`src/rtl/tpu_spi_pkg.sv`:
```
// rtl/tpu_spi_pkg.sv - shared SPI receiver types and TPU stream header bytes
package tpu_spi_pkg;

    typedef enum logic [1:0] {
        RESYNC,
        IDLE,
        RECV
    } spi_rx_state_e;

    localparam int SPI_DATA_WIDTH = 8;

    localparam logic [7:0] GRID_HEADER = 8'hD5;
    localparam logic [7:0] MOVE_HEADER = 8'hEA;

endpackage

```
`src/rtl/spi_rx_fifo.sv`:
```
// rtl/spi_rx_fifo.sv - synchronous show-ahead byte FIFO with registered storage
module spi_rx_fifo #(
    parameter int DATA_WIDTH = 8,
    parameter int DEPTH      = 4
) (
    input  logic                  clk,
    input  logic                  rst,
    input  logic                  push,
    input  logic [DATA_WIDTH-1:0] push_data,
    input  logic                  pop,
    output logic                  full,
    output logic                  empty,
    output logic [DATA_WIDTH-1:0] head
);

    localparam int AW = $clog2(DEPTH);

    logic [DATA_WIDTH-1:0] mem [DEPTH];
    logic [AW:0]           wr_ptr;
    logic [AW:0]           rd_ptr;
    logic [DATA_WIDTH-1:0] last_head;
    logic                  push_ok;
    logic                  pop_ok;

    assign empty   = (wr_ptr == rd_ptr);
    assign full    = (wr_ptr[AW] != rd_ptr[AW]) && (wr_ptr[AW-1:0] == rd_ptr[AW-1:0]);
    assign pop_ok  = pop & ~empty;
    assign push_ok = push & (~full | pop_ok);

    // Once drained, the head keeps showing the last byte handed downstream.
    assign head = empty ? last_head : mem[rd_ptr[AW-1:0]];

    always_ff @(posedge clk or posedge rst) begin
        if (rst) begin
            wr_ptr    <= '0;
            rd_ptr    <= '0;
            last_head <= '0;
            for (int i = 0; i < DEPTH; i++) begin
                mem[i] <= '0;
            end
        end else begin
            if (push_ok) begin
                mem[wr_ptr[AW-1:0]] <= push_data;
                wr_ptr              <= wr_ptr + 1'b1;
            end
            if (pop_ok) begin
                last_head <= mem[rd_ptr[AW-1:0]];
                rd_ptr    <= rd_ptr + 1'b1;
            end
        end
    end

endmodule

```
`src/rtl/spi_byte_receiver.sv`:
```
// rtl/spi_byte_receiver.sv - mode-0 SPI slave byte deserialiser feeding the TPU byte stream; SPI_RX_FIFO_EN selects FIFO vs single holding register
module spi_byte_receiver
    import tpu_spi_pkg::*;
#(
    parameter int DATA_WIDTH  = SPI_DATA_WIDTH,
    parameter int FIFO_DEPTH  = 4,
    parameter int SYNC_STAGES = 2
) (
    input  logic                  clk,
    input  logic                  rst,
    input  logic                  spi_sclk,
    input  logic                  spi_mosi,
    input  logic                  spi_cs_n,
    input  logic                  out_ready,
    output logic                  spi_ov,
    output logic [DATA_WIDTH-1:0] spi_od,
    output logic                  frame_active,
    output logic                  overflow,
    output logic                  frame_err,
    input  logic                  clr_status
);

    localparam int CW = $clog2(DATA_WIDTH);
    localparam logic [CW-1:0] LAST_BIT = CW'(DATA_WIDTH - 1);

    logic [SYNC_STAGES-1:0] sclk_sync, mosi_sync, cs_sync, settle_sr;
    logic                   sclk_d, cs_n_d;
    logic                   sclk_s, mosi_s, cs_n_s, settled;
    logic                   sclk_rise, cs_rise, cs_fall;

    spi_rx_state_e          state, state_next;
    logic [DATA_WIDTH-2:0]  shift, shift_next;
    logic [CW-1:0]          bit_cnt, cnt_next;
    logic                   push, set_frame_err, set_overflow, pop, buf_full;
    logic [DATA_WIDTH-1:0]  push_data;

    assign sclk_s    = sclk_sync[SYNC_STAGES-1];
    assign mosi_s    = mosi_sync[SYNC_STAGES-1];
    assign cs_n_s    = cs_sync[SYNC_STAGES-1];
    // The synchroniser resets to "deselected"; only trust cs_n once that reset value has flushed out.
    assign settled   = settle_sr[SYNC_STAGES-1];
    assign sclk_rise = sclk_s & ~sclk_d;
    assign cs_rise   = cs_n_s & ~cs_n_d;
    assign cs_fall   = ~cs_n_s & cs_n_d;
    assign push_data = {shift, mosi_s};

    always_ff @(posedge clk or posedge rst) begin
        if (rst) begin
            sclk_sync <= '0;
            mosi_sync <= '0;
            cs_sync   <= '1;
            settle_sr <= '0;
            sclk_d    <= 1'b0;
            cs_n_d    <= 1'b1;
        end else begin
            sclk_sync <= {sclk_sync[SYNC_STAGES-2:0], spi_sclk};
            mosi_sync <= {mosi_sync[SYNC_STAGES-2:0], spi_mosi};
            cs_sync   <= {cs_sync[SYNC_STAGES-2:0], spi_cs_n};
            settle_sr <= {settle_sr[SYNC_STAGES-2:0], 1'b1};
            sclk_d    <= sclk_s;
            cs_n_d    <= cs_n_s;
        end
    end

    always_ff @(posedge clk or posedge rst) begin
        if (rst) begin
            state   <= RESYNC;
            shift   <= '0;
            bit_cnt <= '0;
        end else begin
            state   <= state_next;
            shift   <= shift_next;
            bit_cnt <= cnt_next;
        end
    end

    always_comb begin
        state_next    = state;
        shift_next    = shift;
        cnt_next      = bit_cnt;
        push          = 1'b0;
        set_frame_err = 1'b0;
        case (state)
            RESYNC: begin
                if (settled && cs_n_s) state_next = IDLE;
            end
            IDLE: begin
                if (cs_fall) begin
                    state_next = RECV;
                    cnt_next   = '0;
                end
            end
            RECV: begin
                // Deselect beats a coincident sclk rise: that bit is dropped.
                if (cs_rise) begin
                    state_next    = IDLE;
                    cnt_next      = '0;
                    set_frame_err = (bit_cnt != '0);
                end else if (sclk_rise) begin
                    shift_next = {shift[DATA_WIDTH-3:0], mosi_s};
                    if (bit_cnt == LAST_BIT) begin
                        push     = 1'b1;
                        cnt_next = '0;
                    end else begin
                        cnt_next = bit_cnt + CW'(1);
                    end
                end
            end
            default: state_next = RESYNC;
        endcase
    end

    assign frame_active = (state == RECV);
    assign pop          = spi_ov & out_ready;
    assign set_overflow = push & buf_full & ~pop;

`ifdef SPI_RX_FIFO_EN
    logic fifo_empty;

    spi_rx_fifo #(
        .DATA_WIDTH (DATA_WIDTH),
        .DEPTH      (FIFO_DEPTH)
    ) u_fifo (
        .clk       (clk),
        .rst       (rst),
        .push      (push),
        .push_data (push_data),
        .pop       (pop),
        .full      (buf_full),
        .empty     (fifo_empty),
        .head      (spi_od)
    );

    assign spi_ov = ~fifo_empty;
`else
    logic                  hold_valid;
    logic [DATA_WIDTH-1:0] hold_data;

    always_ff @(posedge clk or posedge rst) begin
        if (rst) begin
            hold_valid <= 1'b0;
            hold_data  <= '0;
        end else if (push && (!hold_valid || pop)) begin
            hold_valid <= 1'b1;
            hold_data  <= push_data;
        end else if (pop) begin
            hold_valid <= 1'b0;
        end
    end

    assign buf_full = hold_valid;
    assign spi_ov   = hold_valid;
    assign spi_od   = hold_data;
`endif

    always_ff @(posedge clk or posedge rst) begin
        if (rst) begin
            overflow  <= 1'b0;
            frame_err <= 1'b0;
        end else begin
            if (set_overflow)    overflow <= 1'b1;
            else if (clr_status) overflow <= 1'b0;
            if (set_frame_err)   frame_err <= 1'b1;
            else if (clr_status) frame_err <= 1'b0;
        end
    end

endmodule
```
`config.mk`:
```
export PLATFORM = sky130hd
export DESIGN_NAME = spi_byte_receiver
export DESIGN_NICKNAME = d
export VERILOG_FILES = /design/src/rtl/tpu_spi_pkg.sv /design/src/rtl/spi_rx_fifo.sv /design/src/rtl/spi_byte_receiver.sv
export SDC_FILE = /design/constraint.sdc
export NUM_CORES = 1
export LEC_CHECK = 0
export BUFFER_PORTS_ARGS = -buffer_cell sky130_fd_sc_hd__buf_2
export CAP_MARGIN = 10
export CORE_ASPECT_RATIO = 1.5
export CORE_MARGIN = 2
export CORE_UTILIZATION = 45
export DETAILED_ROUTE_END_ITERATION = 10
export PLACE_DENSITY = 0.72
export SYNTH_ARGS = -nofsm -noshare
export SYNTH_HDL_FRONTEND = slang
export SYNTH_SLANG_ARGS = --single-unit
```
`constraint.sdc`:
```
create_clock -name clk -period 2.2 [get_ports clk]
set_clock_uncertainty 0.15 [all_clocks]
set_input_delay 0.22 -clock clk [delete_from_list [all_inputs] [get_ports clk]]
set_output_delay 0.22 -clock clk [all_outputs]
set_load 0.01 [all_outputs]
```
Yosys cells after proc, flatten, opt, wreduce, memory -nomap -nowiden
Index checks and enable logic that the tools add are counted.
{"block": "totals", "out_inout_bits": 12, "in_bits": 7, "reg_bits": 33}
{"block": "classes", "n_reduce_logical": 13, "addsub": 1, "n_mux": 20, "n_eq_ne": 7, "n_bitwise": 11}
{"op": "3-bit 2-to-1 mux", "count": 4}
{"op": "1-bit 2-to-1 mux", "count": 11}
{"op": "3-bit AND reduction", "count": 3}
{"op": "2-bit nonzero test", "count": 4}
{"op": "1-bit bitwise AND", "count": 6}
{"op": "2-bit 2-to-1 mux", "count": 3}
{"op": "2-bit case mux with 3 select lines", "count": 1}
{"op": "3-bit case mux with 2 select lines", "count": 1}
{"op": "1-bit inverter", "count": 5}
{"op": "2-bit inequality test, second input constant", "count": 2}
{"op": "3-bit by 1-bit adder with 3-bit output, second input constant", "count": 1}
{"op": "3-bit == test, second input constant", "count": 1}
{"op": "3-bit by 1-bit inequality test with 1-bit output, second input constant", "count": 1}
{"op": "3-bit nonzero test", "count": 1}
{"op": "2-bit by 1-bit == test with 1-bit output, second input constant", "count": 1}
{"op": "2-bit == test, second input constant", "count": 1}
{"op": "1-bit logical AND", "count": 2}
{"op": "2-bit zero test", "count": 1}
{"op": "2-bit by 1-bit inequality test with 1-bit output, second input constant", "count": 1}
{"op": "1-bit zero test", "count": 1}
{"op": "1-bit logical OR", "count": 1}

Depth between registers and ports, before layout
{"block": "logic_depth", "word_depth": 8, "mapped_depth": 7, "mapped_depth_nobuf": 5}

Least setup slack after synthesis
OpenSTA, ideal clock, no wires.
{"block": "synth_path", "path_type": "register -> register", "from": "reg state[0]", "to": "reg hold_data[0] (netlist: spi_od[0])", "stages_incl_launch_ff": 8, "path_buffers": 2, "arrival_time_ps": 1537, "setup_ps": 125, "slack_ps": 388, "path_cell_list": "dfrtp_1 > inv_1 > ha_1 > buf_2 > nand4_4 > nor2b_2 > buf_6 > mux2_4"}
{"block": "synth_via", "elab_chain_len": 3}
{"element": "start: declaration", "line": "spi_byte_receiver.sv:31", "rtl": "spi_rx_state_e state, state_next;"}
{"element": "start signal: assignment", "line": "spi_byte_receiver.sv:71", "rtl": "state <= state_next;"}
{"element": "2-bit == test"}
{"element": "named net frame_active", "line": "spi_byte_receiver.sv:17", "rtl": "output logic frame_active,"}
{"element": "1-bit 2-to-1 mux", "line": "spi_byte_receiver.sv:83", "rtl": "case (state)"}
{"element": "1-bit logical AND", "line": "spi_byte_receiver.sv:143", "rtl": "end else if (push && (!hold_valid || pop)) begin"}
{"element": "end signal: assignment", "line": "spi_byte_receiver.sv:145", "rtl": "hold_data <= push_data;"}
{"element": "end: declaration", "line": "spi_byte_receiver.sv:137", "rtl": "logic [DATA_WIDTH-1:0] hold_data;"}
The timed path passes the listed nets, and every way through them passes these cells.
A chain may end at the register's enable or synchronous reset.

Worst setup path after layout
{"block": "layout_path", "from": "reg state[0]", "to": "reg hold_data[6] (netlist: spi_od[6])"}
{"block": "layout_via", "elab_chain_len": 3}
{"element": "2-bit == test", "line": "spi_byte_receiver.sv:83"}
{"element": "1-bit 2-to-1 mux", "line": "spi_byte_receiver.sv:83"}
{"element": "1-bit logical AND", "line": "spi_byte_receiver.sv:143"}
Every way passes these cells.

==> results by group <==
Die
  – Die ar.: 3540 sq um
  – Starting density of the core: 0.474
  – Placeable core area: 2910 sq um
  – Row Count: 24
  – Die width: 49.2 um
  – Number of top-level pins: 19
  – Die Y: 71.9 um

Worst hold path
  – Hold path startpoint: out_ready
  – Hold Crit Depth: 3
  – Min-Delay Path Class: input port to flip-flop
  – Hold path endpoint: spi_ov

Clock network
  – Worst-path clk slew: 60 ps
  – Total CTS buffers: 5
  – Clock Sinks: 33
  – CTS tree: built
  – Clk Latency, worst-skew pair: 280 ps
  – CTS Buffer Depth: 2
  – Root buffer cell: clkbuf_8
  – H-tree levels: 2

Setup path
  – CP startpoint kind: flip-flop
  – R2r endpoint: spi_od[6]
  – Max FO, Critical Path: 8
  – Flop-to-flop setup slack: 260 ps
  – CP required: 2220 ps
  – Arr. time, crit path: 1960 ps
  – Worst reg2reg path startpoint: state[0]
  – Setup Crit Path Kind: flip-flop to flip-flop
  – Critical path endpoint category: flip-flop
  – Worst reg2reg path depth: 6

Finish
  – Fill count: 252
  – Non-Filler Instances: 164
  – Layout cell share with drive strength beyond 1: 0.416
  – Antenna cells: 0
  – Area growth syn-to-layout: 22.0%
  – Final net count: 138

STA
  – Fin worst setup slack: 256 ps
  – Final setup fails: 0
  – Setup TNS: 0 ps
  – RSZ-0062 raised after global routing: no
  – Final hold viol count: 0
  – Final period utilization: 0.883
  – Peak Freq: 514 MHz
  – Min Tclk post-route: 1940 ps
  – Fin. max-slew vios: 0

Detailed routing
  – Avg WL per Cell: 13.6 um
  – Initial drt markers: 20
  – DRC: 0
  – Via density per instance: 4.76
  – Via count: 781
  – Wirelength, routed: 2230 um
  – First-pass DRT Iterations: 4
  – ANT nets after route: 0

Synth
  – Dominant synthesized flop cell: dfrtp_1
  – Compound-Gate Fraction of Synth Area: 0.0598
  – Asr flop ratio synth: 1.00
  – Yosys reg bits: 33
  – Synth unique cells: 27
  – Post-Synth XOR/XNOR Area: 0
  – Multiplexer share of the synthesized area: 0.151
  – Syn. warnings: 0
  – Simple-Gate Fraction of Synth Area: 0.0888
  – Avg Cell Area, Syn: 14.7 sq um
  – Mapped Cells: 94
  – Syn Nets: 108
  – Largest family of logic cells by synthesized area: multiplexers
  – EDFF count, synth: 0
  – Adder-Cell Fraction of Synth Area: 0.0634
  – Sequential-to-total area share from yosys stat: 0.601
  – Synthesized cell area: 1380 sq um

Global routing
  – Remaining Overflow, GRT: 0
  – Total GRT Usage: 0.157
  – Number of global-route vias before repair: 852
  – Antenna violations before repair: 0
  – Largest net degree at the start of global routing: 34
  – First-pass GRT wire length: 3980 um

Job
  – Max Cap Violations: 0

Placement
  – Port Buf Inserts: 18
  – Placed wire-length estimate: 1580 um
  – Pre-CTS setup slack: 261 ps
  – Global placer's final weighted congestion: 0.747
  – Cells after DPL: 151

Power
  – Fraction of power spent switching nets: 0.254
  – Logic pwr share: 0.170
  – Power Dens Cells: 910 nW/um^2
  – Switch Pwr: 0.389 mW
  – Worst vdd ir: 0.635 mV
  – P_int: 1.14 mW
  – Clock power share: 0.377
  – Leak: 0.860 nW
  – Sequential Power Share: 0.453

Outcome
  – Status: complete, no violations
-- how the worst max path moves through the flow --
stage / end / depth (start not counted) / slack [ps] / startpoint
detailed placement: spi_od[6] / 6 / 260 / state[0]
finish: spi_od[6] / 6 / 260 / state[0]
floorplan: spi_od[0] / 7 / 390 / state[0]
global placement: spi_od[6] / 6 / 340 / state[0]
CTS: spi_od[6] / 6 / 250 / state[0]
global route: spi_od[0] / 6 / 80 / state[0]
-- synthesized netlist by cell type, types with 2 or more instances --
master,instances,share of area
dfrtp_1,30,0.54
mux2_4,8,0.087
a22o_1,3,0.019
nand2b_1,3,0.014
nand2_1,5,0.014
inv_1,8,0.022
ha_1,7,0.063
mux2_2,7,0.057
nor2b_2,2,0.013
dfstp_2,3,0.057
o21ai_0,2,0.0072
-- flip-flops by register name (all words and copies together), names as in the netlist --
| name | cells |
|---|---|
| spi_od | 8 |
| shift | 7 |
| bit_cnt | 3 |
| cs_sync | 2 |
| mosi_sync | 2 |
| sclk_sync | 2 |
| settle_sr | 2 |
| state | 2 |
| cs_n_d | 1 |
| frame_err | 1 |
| overflow | 1 |
| sclk_d | 1 |
| spi_ov | 1 |
-- cell usage in the layout, fill, tap and decap left out, types with 5 or more instances in the layout --
| cell type | synthesis | layout |
|---|---|---|
| inv_1 | 8 | 8 |
| ha_1 | 7 | 7 |
| buf_2 | 1 | 18 |
| dfrtp_1 | 30 | 30 |
| dlygate4sd3_1 | 0 | 5 |
| mux2_2 | 7 | 7 |
| mux2_4 | 8 | 8 |
| clkbuf_8 | 0 | 6 |
| nand2_1 | 5 | 5 |
-- power by group through the flow --
| stage | logic [mW] | registers (mW) | clock network (mW) |
|---|---|---|---|
| after floorplan | 0.202 | 0.693 | 0 |
| after global placement | 0.233 | 0.697 | 0 |
| after CTS | 0.264 | 0.694 | 0.598 |
| after detailed placement | 0.257 | 0.706 | 0 |
| after global routing | 0.294 | 0.703 | 0.627 |
| final | 0.260 | 0.694 | 0.579 |
-- routing by layer --
metal	up-vias	part of all wire	track usage
met4	0	0.024	0.0857
met1	383	0.42	0.186
met2	18	0.51	0.242
met3	6	0.043	0.0625
li1	374	-	-
met5	-	0	0
-- layout make-up --
type | count | area (sq um) | share of cell area
sequential | 33 | 830 | 0.492
multi-input combinational | 51 | 505 | 0.300
timing repair buffer | 25 | 155 | 0.0921
clock buffer | 7 | 86.3 | 0.0512
tap | 39 | 48.8 | 0.0290
clock inverter | 1 | 30.0 | 0.0178
inverter | 8 | 30.0 | 0.0178
-- metrics by stage --
| stage | hold slack [ps] | area, sq um | total power [mW] | utilization |
|---|---|---|---|---|
| 2_1_floorplan | 74.5 | 1380 | 0.895 | - |
| 3_3_place_gp | 159 | 1520 | 0.930 | 0.521 |
| 3_5_place_dp | 174 | 1520 | 0.962 | 0.521 |
| 4_1_cts | 81.8 | 1690 | 1.56 | 0.579 |
| 5_1_grt | 114 | 1690 | 1.62 | 0.579 |
| 6_report | 82.8 | 1690 | 1.53 | 0.579 |
-- cell families (layout without fill, tap and decap cells) --
kind of cell,Yosys count,count (layout)
and+or+nand+nor,16,16
other,1,1
adders and majority gates,7,7
buffers and inverters,10,41
muxes,16,16
AOI/OAI and AO/OA,11,11
DFF,33,33
-- worst max-delay path, cell delays in order (launching register included) --
cell and delay, ps:
dfrtp_1 420, inv_1 110, ha_1 370, nand4_4 140, nor2b_2 130, buf_4 200
mux2_4 320
-- timing repair --
action	4_1_cts	5_1_grt
endpoints found under the hold margin	35	0
setup buffers	0	0
resized for setup	0	0
hold buffers	5	0
Power figures use the tool's default switching activity.
